$ cat src/rtl/lvds_frame_serializer_pkg.sv
// ser_pkg: shared types and frame-geometry helpers for lvds_frame_serializer.
//   ser_state_t    : IDLE (lanes parked at 0) / RUN (frames being shifted out)
//   ser_beats      : beats per frame, ceil(data_w / lanes)
//   ser_frame_hi   : beats per frame with daframe high, ceil(beats / 2)
package ser_pkg;

  typedef enum logic {SER_IDLE, SER_RUN} ser_state_t;

  function automatic int unsigned ser_beats(input int unsigned data_w,
                                            input int unsigned lanes);
    return (data_w + lanes - 1) / lanes;
  endfunction

  function automatic int unsigned ser_frame_hi(input int unsigned beats);
    return (beats + 1) / 2;
  endfunction

endpackage

$ cat src/rtl/lvds_frame_serializer_clk_phase.sv
// ser_clk_phase: phase counter for the forwarded DAC clock.
//   clk, reset_n : system clock, asynchronous active-low reset
//   strobe       : high on the last phase; the next edge is a daclk rising edge
//   daclk        : registered forwarded clock, period 2*CLK_DIV clk
module ser_clk_phase #(
  parameter int unsigned CLK_DIV = 1
) (
  input  logic clk,
  input  logic reset_n,
  output logic strobe,
  output logic daclk
);

  localparam int unsigned PERIOD = 2 * CLK_DIV;
  localparam int unsigned PH_W   = $clog2(PERIOD);
  localparam logic [PH_W-1:0] PH_LAST = PH_W'(PERIOD - 1);
  localparam logic [PH_W-1:0] PH_FALL = PH_W'(CLK_DIV - 1);

  logic [PH_W-1:0] ph_q, ph_d;
  logic            daclk_q, daclk_d;

  always_comb begin
    strobe  = (ph_q == PH_LAST);
    ph_d    = strobe ? '0 : ph_q + PH_W'(1);
    daclk_d = daclk_q;
    if (strobe) begin
      daclk_d = 1'b1;
    end else if (ph_q == PH_FALL) begin
      daclk_d = 1'b0;
    end
  end

  always_ff @(posedge clk or negedge reset_n) begin
    if (!reset_n) begin
      ph_q    <= '0;
      daclk_q <= 1'b0;
    end else begin
      ph_q    <= ph_d;
      daclk_q <= daclk_d;
    end
  end

  assign daclk = daclk_q;

endmodule

$ cat src/rtl/lvds_frame_serializer.sv
// lvds_frame_serializer: buffers one parallel sample word and shifts it out
// MSB-first across LANES lanes with a frame marker and forwarded DAC clock.
//   clk, reset_n      : system clock, asynchronous active-low reset
//   en                : run enable, sampled at frame boundaries
//   s_data/s_valid/s_ready : one-entry input handshake
//   da, daframe, daclk : serial lanes, frame marker, forwarded clock
//   underrun          : one-clk pulse when a frame starts with nothing buffered
//   underrun_sticky   : set by underrun, cleared only by reset
// Optional: define SER_TEST_PATTERN_EN to add tp_mode, which replaces the
// buffered word with an incrementing ramp on every frame.
module lvds_frame_serializer
  import ser_pkg::*;
#(
  parameter int unsigned DATA_W  = 14,
  parameter int unsigned LANES   = 4,
  parameter int unsigned CLK_DIV = 1
) (
  input  logic              clk,
  input  logic              reset_n,
  input  logic              en,
  input  logic [DATA_W-1:0] s_data,
  input  logic              s_valid,
`ifdef SER_TEST_PATTERN_EN
  input  logic              tp_mode,
`endif
  output logic              s_ready,
  output logic [LANES-1:0]  da,
  output logic              daframe,
  output logic              daclk,
  output logic              underrun,
  output logic              underrun_sticky
);

  localparam int unsigned BEATS    = ser_beats(DATA_W, LANES);
  localparam int unsigned FRAME_HI = ser_frame_hi(BEATS);
  localparam int unsigned PAD_W    = BEATS * LANES;
  localparam int unsigned BEAT_W   = (BEATS > 1) ? $clog2(BEATS) : 1;
  localparam logic [BEAT_W-1:0] LAST_BEAT = BEAT_W'(BEATS - 1);

  // Lane bits for beat b of word w, after LSB zero-padding to PAD_W bits.
  function automatic logic [LANES-1:0] beat_bits(input logic [DATA_W-1:0] w,
                                                 input int unsigned b);
    logic [PAD_W-1:0] p;
    p = PAD_W'(w) << (PAD_W - DATA_W);
    p = p >> ((BEATS - 1 - b) * LANES);
    return p[LANES-1:0];
  endfunction

  logic strobe;

  ser_clk_phase #(.CLK_DIV(CLK_DIV)) u_phase (
    .clk     (clk),
    .reset_n (reset_n),
    .strobe  (strobe),
    .daclk   (daclk)
  );

  ser_state_t        state_q, state_d;
  logic [BEAT_W-1:0] beat_q, beat_d;
  logic [DATA_W-1:0] hold_q, hold_d;
  logic              hold_valid_q, hold_valid_d;
  logic [DATA_W-1:0] shift_q, shift_d;
  logic [LANES-1:0]  da_q, da_d;
  logic              daframe_q, daframe_d;
  logic              underrun_q, underrun_d;
  logic              sticky_q, sticky_d;
`ifdef SER_TEST_PATTERN_EN
  logic [DATA_W-1:0] ramp_q, ramp_d;

  assign s_ready = ~hold_valid_q & ~tp_mode;
`else
  assign s_ready = ~hold_valid_q;
`endif

  always_comb begin
    state_d      = state_q;
    beat_d       = beat_q;
    hold_d       = hold_q;
    hold_valid_d = hold_valid_q;
    shift_d      = shift_q;
    da_d         = da_q;
    daframe_d    = daframe_q;
    underrun_d   = 1'b0;
    sticky_d     = sticky_q;
`ifdef SER_TEST_PATTERN_EN
    ramp_d       = ramp_q;
`endif

    // s_ready is low while hold is full, so this never collides with the
    // boundary load below.
    if (s_valid && s_ready) begin
      hold_d       = s_data;
      hold_valid_d = 1'b1;
    end

    if (strobe) begin
      if (beat_q == LAST_BEAT) begin
        if (!en) begin
          state_d   = SER_IDLE;
          da_d      = '0;
          daframe_d = 1'b0;
        end else begin
          state_d = SER_RUN;
`ifdef SER_TEST_PATTERN_EN
          if (tp_mode) begin
            shift_d = ramp_q;
            ramp_d  = ramp_q + DATA_W'(1);
          end else
`endif
          if (hold_valid_q) begin
            shift_d      = hold_q;
            hold_valid_d = 1'b0;
          end else begin
            underrun_d = 1'b1;
            sticky_d   = 1'b1;
          end
          // First beat comes from shift_d so a freshly loaded word is
          // driven on the boundary edge itself.
          beat_d    = '0;
          da_d      = beat_bits(shift_d, 0);
          daframe_d = 1'b1;
        end
      end else if (state_q == SER_RUN) begin
        beat_d    = beat_q + BEAT_W'(1);
        da_d      = beat_bits(shift_q, 32'(beat_d));
        daframe_d = (32'(beat_d) < FRAME_HI);
      end
    end
  end

  always_ff @(posedge clk or negedge reset_n) begin
    if (!reset_n) begin
      state_q      <= SER_IDLE;
      beat_q       <= LAST_BEAT;
      hold_q       <= '0;
      hold_valid_q <= 1'b0;
      shift_q      <= '0;
      da_q         <= '0;
      daframe_q    <= 1'b0;
      underrun_q   <= 1'b0;
      sticky_q     <= 1'b0;
    end else begin
      state_q      <= state_d;
      beat_q       <= beat_d;
      hold_q       <= hold_d;
      hold_valid_q <= hold_valid_d;
      shift_q      <= shift_d;
      da_q         <= da_d;
      daframe_q    <= daframe_d;
      underrun_q   <= underrun_d;
      sticky_q     <= sticky_d;
    end
  end

`ifdef SER_TEST_PATTERN_EN
  always_ff @(posedge clk or negedge reset_n) begin
    if (!reset_n) begin
      ramp_q <= '0;
    end else begin
      ramp_q <= ramp_d;
    end
  end
`endif

  assign da              = da_q;
  assign daframe         = daframe_q;
  assign underrun        = underrun_q;
  assign underrun_sticky = sticky_q;

endmodule

$ cat config.mk
export PLATFORM = sky130hd
export DESIGN_NAME = lvds_frame_serializer
export DESIGN_NICKNAME = d
export VERILOG_FILES = /design/src/rtl/lvds_frame_serializer_pkg.sv /design/src/rtl/lvds_frame_serializer_clk_phase.sv /design/src/rtl/lvds_frame_serializer.sv
export SDC_FILE = /design/constraint.sdc
export NUM_CORES = 1
export LEC_CHECK = 0
export CAP_MARGIN = 30
export CELL_PAD_IN_SITES_DETAIL_PLACEMENT = 1
export CELL_PAD_IN_SITES_GLOBAL_PLACEMENT = 2
export CORE_ASPECT_RATIO = 0.75
export CORE_MARGIN = 5
export CORE_UTILIZATION = 39
export DETAILED_ROUTE_END_ITERATION = 16
export MAX_ROUTING_LAYER = met4
export PLACE_DENSITY_LB_ADDON = 0.1
export SKIP_CTS_REPAIR_TIMING = 1
export SLEW_MARGIN = 20
export SYNTH_ARGS = -nofsm -noshare
export SYNTH_HDL_FRONTEND = slang
export SYNTH_SLANG_ARGS = --single-unit
$ cat constraint.sdc
create_clock -name clk -period 3.3 [get_ports clk]
set_input_delay 0.66 -clock clk [delete_from_list [all_inputs] [get_ports clk]]
set_output_delay 0.66 -clock clk [all_outputs]
set_load 0.1 [all_outputs]
==> run_results.csv <==
group,metric,value,unit
layout,most-common-layout-cells,"dfrtp_1, mux2_2, clkdlybuf4s50_1",
grt,first_global_vias,1233,
clock_network,clkTransAtPathRegs,0.07,ns
setup_path,critical_path_class,"reg2reg",
grt,grt_pass1_wl,6120,um
detailed_routing,drcViolationCount,0,
detailed_routing,num_vias,1096,
layout,drive_gt1_share,30.2,%
detailed_routing,drt_iter0_drc,32,
logic_synthesis,yosys_warnings,0,
clock_network,h-tree-depth,2,
logic_synthesis,synth_nets,152,
logic_synthesis,ys_seq_area_share,58.6,%
place,place_hpwl,2560,um
sta,fin_crit_sh,61.9,%
logic_synthesis,synth_cell_types,30,
logic_synthesis,synth_area,0.00175,sq mm
setup_path,worstSetupEndpointType,"flop",
clock_network,cts_inserted_buffers,5,
grt,grt-ovfl-total,0,
layout,num-nets-final,179,
setup_path,slowest_delay,0.67,ns
layout,syn2layout_area_growth,20.6,%
place,gp_congestion,0.729,
sta,period_minus_slack,2.04,ns
grt,grt_max_degree,42,
setup_path,critPathRequiredTime,3.47,ns
sta,setup_violations,0,
grt,grt_usage,14.2,%
detailed_routing,ant_nets,0,
sta,relSlewSlack,59.0,%
detailed_routing,first_pass_iters,3,
detailed_routing,wl,3580,um
power_and_ir_drop,vdd_drop_max,0.410,mV
clock_network,cts.sinks,41,
die,dieArea,0.00595,sq mm
detailed_routing,via_per_inst,5.07,
layout,post-route-util,47.9,%
sta,hold_ws,0.234,ns
sta,slew_viol_final,0,
die,dieHeight,68.1,um
logic_synthesis,ys_ff_latch,41,
power_and_ir_drop,p_leak,0.000973,uW
die,rows,21,
sta,worst_pin_slew,0.613,ns
sta,max_freq,0.490,GHz
setup_path,worstPathArrival,2.21,ns
layout,multi_input_area,658,sq um
setup_path,cp_max_fo,11,
setup_path,cp_top_family,"flip-flops",
clock_network,cts_tree,"yes",
setup_path,crit_chain,"ha_1 > nand4_1 > mux2_2",
detailed_routing,wl_per_cell,16.6,um
layout,diodes,0,
job,max-cap-violations,0,
layout,fillers,455,
grt,antenna_found_initial,0,
run_status,status,"complete, no violations",
hold_path,min_path_type,"in2async",
power_and_ir_drop,p_per_area,1050,mW/mm^2
sta,tns,0,ns
die,core_area,0.00441,sq mm
sta,grt_setup_unrepaired,"no",
die,ios,27,
clock_network,clkLatencyLatePin,0.28,ns
die,start_util,39.7,%
setup_path,worstPathBufferInverterCount,0,
clock_network,ctsRootBufferMaster,"clkbuf_8",
logic_synthesis,synthCells,132,
logic_synthesis,syn_avg_cell_area,13.3,sq um
setup_path,crit_slowest_cell,"dfstp_2",
layout,final_common_cell,"dfrtp_1",
setup_path,start_kind,"flop",
die,die_w,87.4,um
clock_network,clk_path_buf_depth,2,
sta,final-hold-violation-count,0,
layout,register_area,0.00103,sq mm
place,port_buffers,26,
sta,fin_skew,0.00425,ns
## logic make-up (layout without fill, tap and decap cells)
| family | after synthesis | count (layout) | synth area share (%) |
|---|---|---|---|
| buffers and inverters | 11 | 38 | 3.85 |
| muxes | 32 | 32 | 21.4 |
| AOI/OAI and AO/OA | 22 | 22 | 7.99 |
| adders and majority gates | 2 | 2 | 1.43 |
| and+or+nand+nor | 24 | 24 | 6.71 |
| DFF | 41 | 41 | 58.6 |
## metrics by stage
step	setup WS, ns	power, uW	cells	cell area (sq um)
5_1_grt	1.11	2370	216	2120
2_1_floorplan	1.55	1690	132	1750
4_1_cts	1.18	2250	215	2100
6_report	1.26	2210	216	2120
3_3_place_gp	0.987	1870	208	2010
3_5_place_dp	0.913	1920	208	2010
## Yosys cell counts
library cell,n,area [sq um]
a211oi_1,2,15.0
a21o_1,2,15.0
a21oi_1,2,10.0
a31oi_1,1,6.26
buf_2,3,15.0
buf_4,2,15.0
buf_6,2,22.5
clkbuf_1,1,3.75
dfrtp_1,39,976
dfstp_2,2,52.6
ha_1,2,25.0
inv_1,3,11.3
mux2_1,1,11.3
mux2_2,23,259
mux2i_1,6,60.1
mux4_2,2,45.0
nand2_1,10,37.5
nand2b_1,1,6.26
nand3_1,1,5.00
nand4_1,1,6.26
nor2_1,5,18.8
nor2_2,1,6.26
nor2b_1,2,12.5
nor2b_4,1,13.8
nor3_1,1,5.00
o21a_1,1,7.51
o21ai_0,9,45.0
o22a_1,4,35.0
o22ai_1,1,6.26
or2_2,1,6.26
## area by class of cell
| class | count | area share (%) |
|---|---|---|
| Clock buffer | 7 | 4.08 |
| Inverter | 3 | 0.532 |
| Multi-Input combinational cell | 80 | 31.1 |
| Sequential cell | 41 | 48.6 |
| Tap cell | 57 | 3.37 |
| Timing Repair Buffer | 28 | 12.3 |
## final timing paths
check / from / end / slack [ns] / cells past startpoint
worst max register to register: beat_q[0] / shift_q[1] / 1.26 / 3
worst min register to register: underrun_sticky / underrun_sticky / 0.50 / 1
worst max-delay path: beat_q[0] / shift_q[1] / 1.26 / 3
min in group clk: underrun_sticky / underrun_sticky / 0.50 / 1
worst min-delay path: reset_n / u_phase.daclk / 0.23 / 1
max in group asynchronous: reset_n / hold_q[8] / 2.62 / 2
## routing by layer
layer  global-route usage, %  routed length (um)
met5                       -                   0
met4                    5.75                  41
met3                    3.37                 131
met1                    18.0                1690
met2                    22.0                1710
## power breakdown
| group | internal [uW] | switching, uW | total, uW |
|---|---|---|---|
| clock network | 166 | 158 | 324 |
| logic | 420 | 569 | 989 |
| registers | 741 | 158 | 899 |
| total | 1330 | 885 | 2210 |
## worst register-to-register path: cells and delay by family, from the launching register on
| kind | cells | cell delay, ns |
|---|---|---|
| flip-flops | 1 | 0.67 |
| AND/OR/NAND/NOR | 1 | 0.51 |
| multiplexers | 1 | 0.49 |
| adder cells (fa/ha/maj) | 1 | 0.26 |
## sequential cells by signal (all words and copies together), names as in the netlist
| signal | count |
|---|---|
| daframe | 1 |
| hold_valid_q | 1 |
| da | 4 |
| beat_q | 2 |
| shift_q | 14 |
| u_phase.strobe | 1 |
| hold_q | 14 |
| u_phase.daclk | 1 |
| state_q | 1 |
| underrun_sticky | 1 |
| underrun | 1 |
Note: power is estimated with default switching activity, not from simulation.
